[src/rtl/mac_serial_pkg.sv]
// Shared types and elaboration-time helpers for the serial MAC core.
//   state_t     : job phase (IDLE, LOAD, SHIFT, DONE)
//   clog2       : ceil(log2(n)), 0 for n <= 1
//   idx_width   : counter/index width, never less than 1 bit
//   acc_width   : accumulator width that makes a full job overflow-free
//   LANE_IDX_W  : lane-index width for the default lane count
package mac_serial_pkg;

    typedef enum logic [1:0] {
        IDLE  = 2'd0,
        LOAD  = 2'd1,
        SHIFT = 2'd2,
        DONE  = 2'd3
    } state_t;

    localparam int unsigned DEFAULT_DATA_W   = 7;
    localparam int unsigned DEFAULT_COEF_W   = 8;
    localparam int unsigned DEFAULT_NUM_KEYS = 64;
    localparam int unsigned DEFAULT_LANES    = 4;

    function automatic int unsigned clog2(input int unsigned n);
        int unsigned r;
        int unsigned v;
        r = 0;
        v = 1;
        while (v < n) begin
            v = v << 1;
            r = r + 1;
        end
        return r;
    endfunction

    function automatic int unsigned idx_width(input int unsigned n);
        return (clog2(n) < 1) ? 1 : clog2(n);
    endfunction

    // Each lane sums NUM_KEYS/LANES full-width products.
    function automatic int unsigned acc_width(input int unsigned dw,
                                              input int unsigned cw,
                                              input int unsigned nk,
                                              input int unsigned lanes);
        return dw + cw + clog2(nk / lanes);
    endfunction

    localparam int unsigned LANE_IDX_W = idx_width(DEFAULT_LANES);

endpackage

[src/rtl/mac_serial_core_if.sv]
// Load-side bus between the host/file loader and the MAC core.
//   valid_input : loader presents a data/coefficient pair
//   in_ready    : core accepts a pair this cycle
//   X_load      : data word
//   W_load      : coefficient word
// master = loader side, slave = core side.
interface mac_serial_core_if #(
    parameter int unsigned DATA_W = mac_serial_pkg::DEFAULT_DATA_W,
    parameter int unsigned COEF_W = mac_serial_pkg::DEFAULT_COEF_W
) ();

    logic              valid_input;
    logic              in_ready;
    logic [DATA_W-1:0] X_load;
    logic [COEF_W-1:0] W_load;

    modport master (
        output valid_input,
        output X_load,
        output W_load,
        input  in_ready
    );

    modport slave (
        input  valid_input,
        input  X_load,
        input  W_load,
        output in_ready
    );

endinterface

[src/rtl/mac_serial_core_acc_piso.sv]
// Accumulator bank with interleaved MAC and an MSB-first serial shift chain.
//   clk, rst     : clock, synchronous active-high reset
//   clear        : zero every lane (job start)
//   mac_en       : add x*w into the lane selected by lane
//   lane         : target lane for the MAC
//   x, w         : operands, widened per signed_mode before multiplying
//   signed_mode  : 1 = two's-complement operands
//   shift_en     : shift the whole bank left one bit, lane 0 on top
//   head_next_c  : bit that will sit at the top of lane 0 after this edge
module acc_piso
    import mac_serial_pkg::*;
#(
    parameter int unsigned DATA_W = DEFAULT_DATA_W,
    parameter int unsigned COEF_W = DEFAULT_COEF_W,
    parameter int unsigned LANES  = DEFAULT_LANES,
    parameter int unsigned ACC_W  = acc_width(DEFAULT_DATA_W, DEFAULT_COEF_W,
                                              DEFAULT_NUM_KEYS, DEFAULT_LANES),
    parameter int unsigned LANE_W = LANE_IDX_W
) (
    input  logic              clk,
    input  logic              rst,
    input  logic              clear,
    input  logic              mac_en,
    input  logic [LANE_W-1:0] lane,
    input  logic [DATA_W-1:0] x,
    input  logic [COEF_W-1:0] w,
    input  logic              signed_mode,
    input  logic              shift_en,
    output logic              head_next_c
);

    logic [ACC_W-1:0] acc   [LANES];
    logic [ACC_W-1:0] acc_d [LANES];
    logic [ACC_W-1:0] x_ext;
    logic [ACC_W-1:0] w_ext;
    logic [ACC_W-1:0] prod;

    // Operand widening; the low ACC_W bits of the product are exact in both modes.
    always_comb begin
        if (signed_mode) begin
            x_ext = {{(ACC_W-DATA_W){x[DATA_W-1]}}, x};
            w_ext = {{(ACC_W-COEF_W){w[COEF_W-1]}}, w};
        end else begin
            x_ext = {{(ACC_W-DATA_W){1'b0}}, x};
            w_ext = {{(ACC_W-COEF_W){1'b0}}, w};
        end
        prod = x_ext * w_ext;
    end

    // Next bank value: clear, MAC into one lane, or shift the chain.
    always_comb begin
        for (int i = 0; i < LANES; i++) begin
            acc_d[i] = acc[i];
        end
        if (clear) begin
            for (int i = 0; i < LANES; i++) begin
                acc_d[i] = '0;
            end
        end else if (mac_en) begin
            for (int i = 0; i < LANES; i++) begin
                if (lane == LANE_W'(i)) begin
                    acc_d[i] = acc[i] + prod;
                end
            end
        end else if (shift_en) begin
            // Lane i pulls in the MSB of lane i+1, so lanes leave in index order.
            for (int i = 0; i < LANES - 1; i++) begin
                acc_d[i] = {acc[i][ACC_W-2:0], acc[i+1][ACC_W-1]};
            end
            acc_d[LANES-1] = {acc[LANES-1][ACC_W-2:0], 1'b0};
        end
    end

    assign head_next_c = acc_d[0][ACC_W-1];

    // Bank register.
    always_ff @(posedge clk) begin
        if (rst) begin
            for (int i = 0; i < LANES; i++) begin
                acc[i] <= '0;
            end
        end else begin
            for (int i = 0; i < LANES; i++) begin
                acc[i] <= acc_d[i];
            end
        end
    end

endmodule

[src/rtl/mac_serial_core.sv]
// Job controller: loads NUM_KEYS pairs, MACs them into LANES interleaved
// accumulators, then streams every lane MSB-first and pulses finish.
//   clk, rst   : clock, synchronous active-high reset
//   start_in   : start a job (only looked at in IDLE)
//   signed_en  : operand mode, captured with start_in
//   bus        : load handshake (valid_input/in_ready, X_load, W_load)
//   P_out      : serial result bit, 0 when p_valid is low
//   p_valid    : P_out carries a result bit
//   finish     : one-cycle end-of-job pulse
//   busy       : high outside IDLE
module mac_serial_core
    import mac_serial_pkg::*;
#(
    parameter int unsigned DATA_W   = DEFAULT_DATA_W,
    parameter int unsigned COEF_W   = DEFAULT_COEF_W,
    parameter int unsigned NUM_KEYS = DEFAULT_NUM_KEYS,
    parameter int unsigned LANES    = DEFAULT_LANES
) (
    input  logic clk,
    input  logic rst,
    input  logic start_in,
    input  logic signed_en,
    mac_serial_core_if.slave bus,
    output logic P_out,
    output logic p_valid,
    output logic finish,
    output logic busy
);

    localparam int unsigned ACC_W  = acc_width(DATA_W, COEF_W, NUM_KEYS, LANES);
    localparam int unsigned IDX_W  = idx_width(NUM_KEYS);
    localparam int unsigned LANE_W = idx_width(LANES);
    localparam int unsigned SER_N  = LANES * ACC_W;
    localparam int unsigned BIT_W  = idx_width(SER_N);

    state_t            state;
    state_t            state_d;
    logic [IDX_W-1:0]  word_cnt;
    logic [LANE_W-1:0] lane_cnt;
    logic [BIT_W-1:0]  bit_cnt;
    logic              signed_q;

    logic start_c;
    logic accept_c;
    logic shift_c;
    logic last_word_c;
    logic last_bit_c;
    logic head_next_c;

    assign start_c     = (state == IDLE) && start_in;
    assign accept_c    = (state == LOAD) && bus.valid_input && bus.in_ready;
    assign shift_c     = (state == SHIFT);
    assign last_word_c = (word_cnt == IDX_W'(NUM_KEYS - 1));
    assign last_bit_c  = (bit_cnt == BIT_W'(SER_N - 1));

    // State register.
    always_ff @(posedge clk) begin
        if (rst) begin
            state <= IDLE;
        end else begin
            state <= state_d;
        end
    end

    // Next-state logic.
    always_comb begin
        state_d = state;
        case (state)
            IDLE:    if (start_in) state_d = LOAD;
            LOAD:    if (accept_c && last_word_c) state_d = SHIFT;
            SHIFT:   if (last_bit_c) state_d = DONE;
            DONE:    state_d = IDLE;
            default: state_d = IDLE;
        endcase
    end

    // Word/lane/bit counters and the latched operand mode.
    always_ff @(posedge clk) begin
        if (rst) begin
            word_cnt <= '0;
            lane_cnt <= '0;
            bit_cnt  <= '0;
            signed_q <= 1'b0;
        end else if (start_c) begin
            word_cnt <= '0;
            lane_cnt <= '0;
            bit_cnt  <= '0;
            signed_q <= signed_en;
        end else if (accept_c) begin
            word_cnt <= word_cnt + 1'b1;
            lane_cnt <= (lane_cnt == LANE_W'(LANES - 1)) ? '0 : lane_cnt + 1'b1;
        end else if (shift_c) begin
            bit_cnt <= bit_cnt + 1'b1;
        end
    end

    // Outputs follow the next state so each is valid in the cycle its state is entered.
    always_ff @(posedge clk) begin
        if (rst) begin
            bus.in_ready <= 1'b0;
            p_valid      <= 1'b0;
            P_out        <= 1'b0;
            finish       <= 1'b0;
            busy         <= 1'b0;
        end else begin
            bus.in_ready <= (state_d == LOAD);
            p_valid      <= (state_d == SHIFT);
            P_out        <= (state_d == SHIFT) && head_next_c;
            finish       <= (state_d == DONE);
            busy         <= (state_d != IDLE);
        end
    end

    acc_piso #(
        .DATA_W (DATA_W),
        .COEF_W (COEF_W),
        .LANES  (LANES),
        .ACC_W  (ACC_W),
        .LANE_W (LANE_W)
    ) u_acc_piso (
        .clk         (clk),
        .rst         (rst),
        .clear       (start_c),
        .mac_en      (accept_c),
        .lane        (lane_cnt),
        .x           (bus.X_load),
        .w           (bus.W_load),
        .signed_mode (signed_q),
        .shift_en    (shift_c),
        .head_next_c (head_next_c)
    );

endmodule

[src/flat_wrapper.sv]
// flat-port wrapper written by rule: the top's interface ports become plain ports
module mac_serial_core_flat import mac_serial_pkg::*;
#(
    parameter int unsigned DATA_W   = DEFAULT_DATA_W,
    parameter int unsigned COEF_W   = DEFAULT_COEF_W,
    parameter int unsigned NUM_KEYS = DEFAULT_NUM_KEYS,
    parameter int unsigned LANES    = DEFAULT_LANES
)
  (clk, rst, start_in, signed_en, P_out, p_valid, finish, busy, bus_valid_input, bus_X_load, bus_W_load, bus_in_ready);
  mac_serial_core_if #(.DATA_W(DATA_W), .COEF_W(COEF_W)) bus_i ();
  input  logic clk;
  input  logic rst;
  input  logic start_in;
  input  logic signed_en;
  output logic P_out;
  output logic p_valid;
  output logic finish;
  output logic busy;
  input wire logic [$bits(bus_i.valid_input)-1:0] bus_valid_input;
  input wire logic [$bits(bus_i.X_load)-1:0] bus_X_load;
  input wire logic [$bits(bus_i.W_load)-1:0] bus_W_load;
  output wire logic [$bits(bus_i.in_ready)-1:0] bus_in_ready;
  assign bus_i.valid_input = bus_valid_input;
  assign bus_i.X_load = bus_X_load;
  assign bus_i.W_load = bus_W_load;
  assign bus_in_ready = bus_i.in_ready;
  mac_serial_core #(.DATA_W(DATA_W), .COEF_W(COEF_W), .NUM_KEYS(NUM_KEYS), .LANES(LANES)) u_core (.clk(clk), .rst(rst), .start_in(start_in), .signed_en(signed_en), .bus(bus_i), .P_out(P_out), .p_valid(p_valid), .finish(finish), .busy(busy));
endmodule
[config.mk]
export PLATFORM = sky130hd
export DESIGN_NAME = mac_serial_core_flat
export DESIGN_NICKNAME = d
export VERILOG_FILES = /design/src/rtl/mac_serial_pkg.sv /design/src/rtl/mac_serial_core_if.sv /design/src/rtl/mac_serial_core_acc_piso.sv /design/src/rtl/mac_serial_core.sv /design/src/flat_wrapper.sv
export SDC_FILE = /design/constraint.sdc
export NUM_CORES = 1
export LEC_CHECK = 0
export ABC_CLOCK_PERIOD_IN_PS = 11000
export CAP_MARGIN = 20
export CORE_MARGIN = 3
export CORE_UTILIZATION = 60
export DETAILED_ROUTE_END_ITERATION = 16
export MAX_ROUTING_LAYER = met4
export PLACE_DENSITY = 0.74
export SLEW_MARGIN = 10
export SYNTH_ARGS = -nofsm -noshare
export SYNTH_HDL_FRONTEND = slang
export SYNTH_SLANG_ARGS = --single-unit
export TNS_END_PERCENT = 30
[constraint.sdc]
create_clock -name clk -period 11 [get_ports clk]
set_clock_uncertainty 0.05 [all_clocks]
set_input_delay 1.1 -clock clk [delete_from_list [all_inputs] [get_ports clk]]
set_output_delay 1.1 -clock clk [all_outputs]
set_load 0.01 [all_outputs]
==> results by group <==
Outcome
  – Outcome: finished, final reports clean

Layout
  – Area Growth Syn to Fin: 6.18%
  – Fin nets: roughly 1600
  – Layout cells sized above 1: 3.64%
  – Final core utilization: about 66%
  – Finished layout cell area: 0.0122 mm2
  – Final cell count without fillers: 1578

Detailed routing
  – DRT iter0 DRCs: 583
  – DRC Markers: 0
  – DRT Wirelength: 24.2 mm
  – Antenna viol nets, final: 0
  – Vias: 9156
  – Vias per inst: 5.80
  – DR WL/cell: 15.3 um
  – Drt pass-1 iters: 5

CTS
  – CTS Buffer Depth: 2
  – CTS tree: yes
  – CTS H-Tree Depth: 3
  – Num Clock Sinks: 99
  – Post-CTS sizing: 0
  – Post-CTS Setup Bufs: 0
  – Cts bufs inserted: 9
  – Root Driver: clkbuf_16
  – Post-cts hold buffer count: 0
  – Worst skew pair latency: around 0.36 ns
  – Reg clk slew, reported paths: 0.07 ns

Synth
  – Synth Warn #: 0
  – Post-Synthesis Net Count: 1604
  – Post-synth ARST share: 0%
  – Cell variety after synth: 67
  – Synth Flop Type: dfxtp_1
  – Register bit total from synthesis: slightly below 100
  – Post-synth EDFFs: 0
  – Syn Inst Count: 1344
  – Synthesized cell area: 0.0115 mm2
  – Synthesized area per cell: 8.53 um2
  – Seq/Total Area, Yosys: 17.3%

Global routing
  – First-pass GRT wire length: about 42 mm
  – Total Routing Usage GR: 25.1%
  – Largest net degree at the start of global routing: 86
  – Vias in the first global route: 8709
  – Initial antenna violation count: 1
  – Total grt overflow: 0

Setup path
  – Required @ worst endpoint: 11.15 ns
  – Slowest CP cell: clkdlybuf4s50_1
  – Crit. Startpoint: bus_X_load[6]
  – CP endpoint kind: flip-flop
  – Crit-path max cell delay: 0.66 ns
  – Reg-to-reg startpoint: u_core.signed_q
  – Worst-path maximum fanout: 13
  – Worst Setup Start Kind: input pin
  – Delay-heaviest family, CP: adder cells
  – CP Data Arrival Time: 8.54 ns
  – Setup CP Type: input pin to flip-flop
  – CP Buf/Inv Count: 5

Floorplanning
  – Die X: 144 um
  – Die Y: 144 um
  – Starting Density: 62.3%
  – Die area: about 0.021 mm2
  – Core box area: 0.0184 mm2
  – Row count: 49
  – IO Pins: 25

STA
  – Final hold violations: 0
  – RSZ-0062 raised after global routing: no
  – Crit path time final: around 8.4 ns
  – Setup TNS: 0 ns
  – Setup-failing EPs final: 0
  – Max-Slew Margin vs Limit: about a third
  – Tcrit/Tclk final: approximately 76%
  – Worst Tran Pin Value: 1.01 ns
  – Max Freq: about 120 MHz
  – Final Max Slew Viols: 0

Worst hold path
  – Class of the worst hold path: flip-flop to flip-flop
  – Min-delay src: u_core.bit_cnt[1]

Placed design
  – GP Congestion: 0.859
  – Post-DP HPWL: 18.9 mm
  – Port bufs: 24
  – Placed instance count: 1561
  – DP Area: 0.0119 mm2

Job
  – Max_cap viols: 0

Power
  – Worst vdd ir: 0.000110 V
  – P_leak: 5.66 nW
  – PD cells: 184 mW/mm2
==> worst paths after layout <==
kind | endpoint | slack, ns | cells past startpoint
worst min-delay path | u_core.bit_cnt[1] | 0.42 | 2
worst max register to register | u_core.u_acc_piso.acc[0][18] | 3.39 | 25
worst max-delay path | u_core.u_acc_piso.acc[0][18] | 2.61 | 26
worst min register to register | u_core.bit_cnt[1] | 0.42 | 2
==> cells in the final DEF, fill, tap and decap left out, drive strengths merged, types with 47 or more instances in the layout <==
| cell | Yosys | final |
|---|---|---|
| a21oi | 109 | 109 |
| a22oi | 47 | 47 |
| and2 | 56 | 56 |
| dfxtp | 99 | 99 |
| fa | 93 | 93 |
| ha | 147 | 147 |
| inv | 166 | 169 |
| nand2 | 103 | 103 |
| nor2 | 105 | 105 |
| xnor2 | 73 | 73 |
==> metrics by stage <==
stage / setup slack [ns] / power (mW) / hold WS, ns
final: 2.61 / 2.24 / 0.422
after global routing: 2.17 / 2.45 / 0.456
after CTS: 2.63 / 2.25 / 0.425
after detailed placement: 2.27 / 1.92 / 0.415
after global placement: 2.53 / 1.89 / 0.409
after floorplan: 3.37 / 1.64 / 0.399
==> flip-flops by register name, indices dropped and copies added, names as in the netlist <==
signal / flops
u_core.state: 2
u_core.signed_q: 1
u_core.finish: 1
u_core.P_out: 1
u_core.p_valid: 1
u_core.u_acc_piso.acc: 76
u_core.busy: 1
u_core.lane_cnt: 2
u_core.bus.in_ready: 1
u_core.word_cnt: 6
u_core.bit_cnt: 7
==> metal layers <==
| metal | routed length, um | track usage (%) |
|---|---|---|
| met4 | 255 | 4.71 |
| met1 | 12000 | 35.9 |
| met5 | 0 | - |
| met2 | 11100 | 38.2 |
| met3 | 911 | 3.84 |
==> Yosys cell counts, types with 3 or more instances <==
cell      count  area [um2]
inv_1       166         623
ha_1        147        1840
a21oi_1     109         546
nor2_1      105         394
nand2_1     102         383
dfxtp_1      99        1980
fa_1         93        1860
xnor2_1      70         613
and2_1       53         332
a22oi_1      47         353
clkbuf_1     38         143
xor2_1       32         280
a221oi_1     27         236
a21o_1       26         195
o21ai_0      23         115
o21ai_1      19        95.1
and3_1       18         113
o21a_1       16         120
nand2b_1     14        87.6
or3_1        12        75.1
a31oi_1      10        62.6
nand3_1      10        50.1
mux2i_1       8        80.1
nor2b_1       8        50.1
o21bai_1      8        60.1
nor3_1        7        35.0
nand4_1       6        37.5
nor3b_1       6        45.0
nor4_1        4        25.0
o211a_1       4        40.0
o21bai_2      4        45.0
and2_0        3        18.8
buf_1         3        11.3
o31ai_1       3        22.5
xnor2_2       3        48.8
==> tightest hold or removal path, cell delays in order, from the launching register on <==
cell     delay, ns
dfxtp_1       0.32
nand2_1       0.05
a21oi_1       0.05
==> where the power goes <==
group / total [mW] / internal (mW) / switching, mW
Clock: 0.313 / 0.162 / 0.151
Sequential: 0.367 / 0.362 / 0.00429
Combinational: 1.56 / 0.657 / 0.899
Total: 2.24 / 1.18 / 1.05
==> cells by family after synthesis <==
logic type      synth area share (%)
fa+ha+maj                       32.4
flops                           17.3
compound gates                  19.2
mux                            0.698
simple gates                    15.1
xor+xnor                        8.41
buf+inv                         6.96
==> cell type report <==
cell class                 instances  area (um2)
sequential                        99        1980
clock inverter                     6        47.5
clock buffer                      10         239
antenna                            1        2.50
tap                              229         287
inverter                         166         623
timing repair buffer              32         300
fill                            1573        6220
multi-input combinational       1035        8690
(Power assumes the default switching activity.)
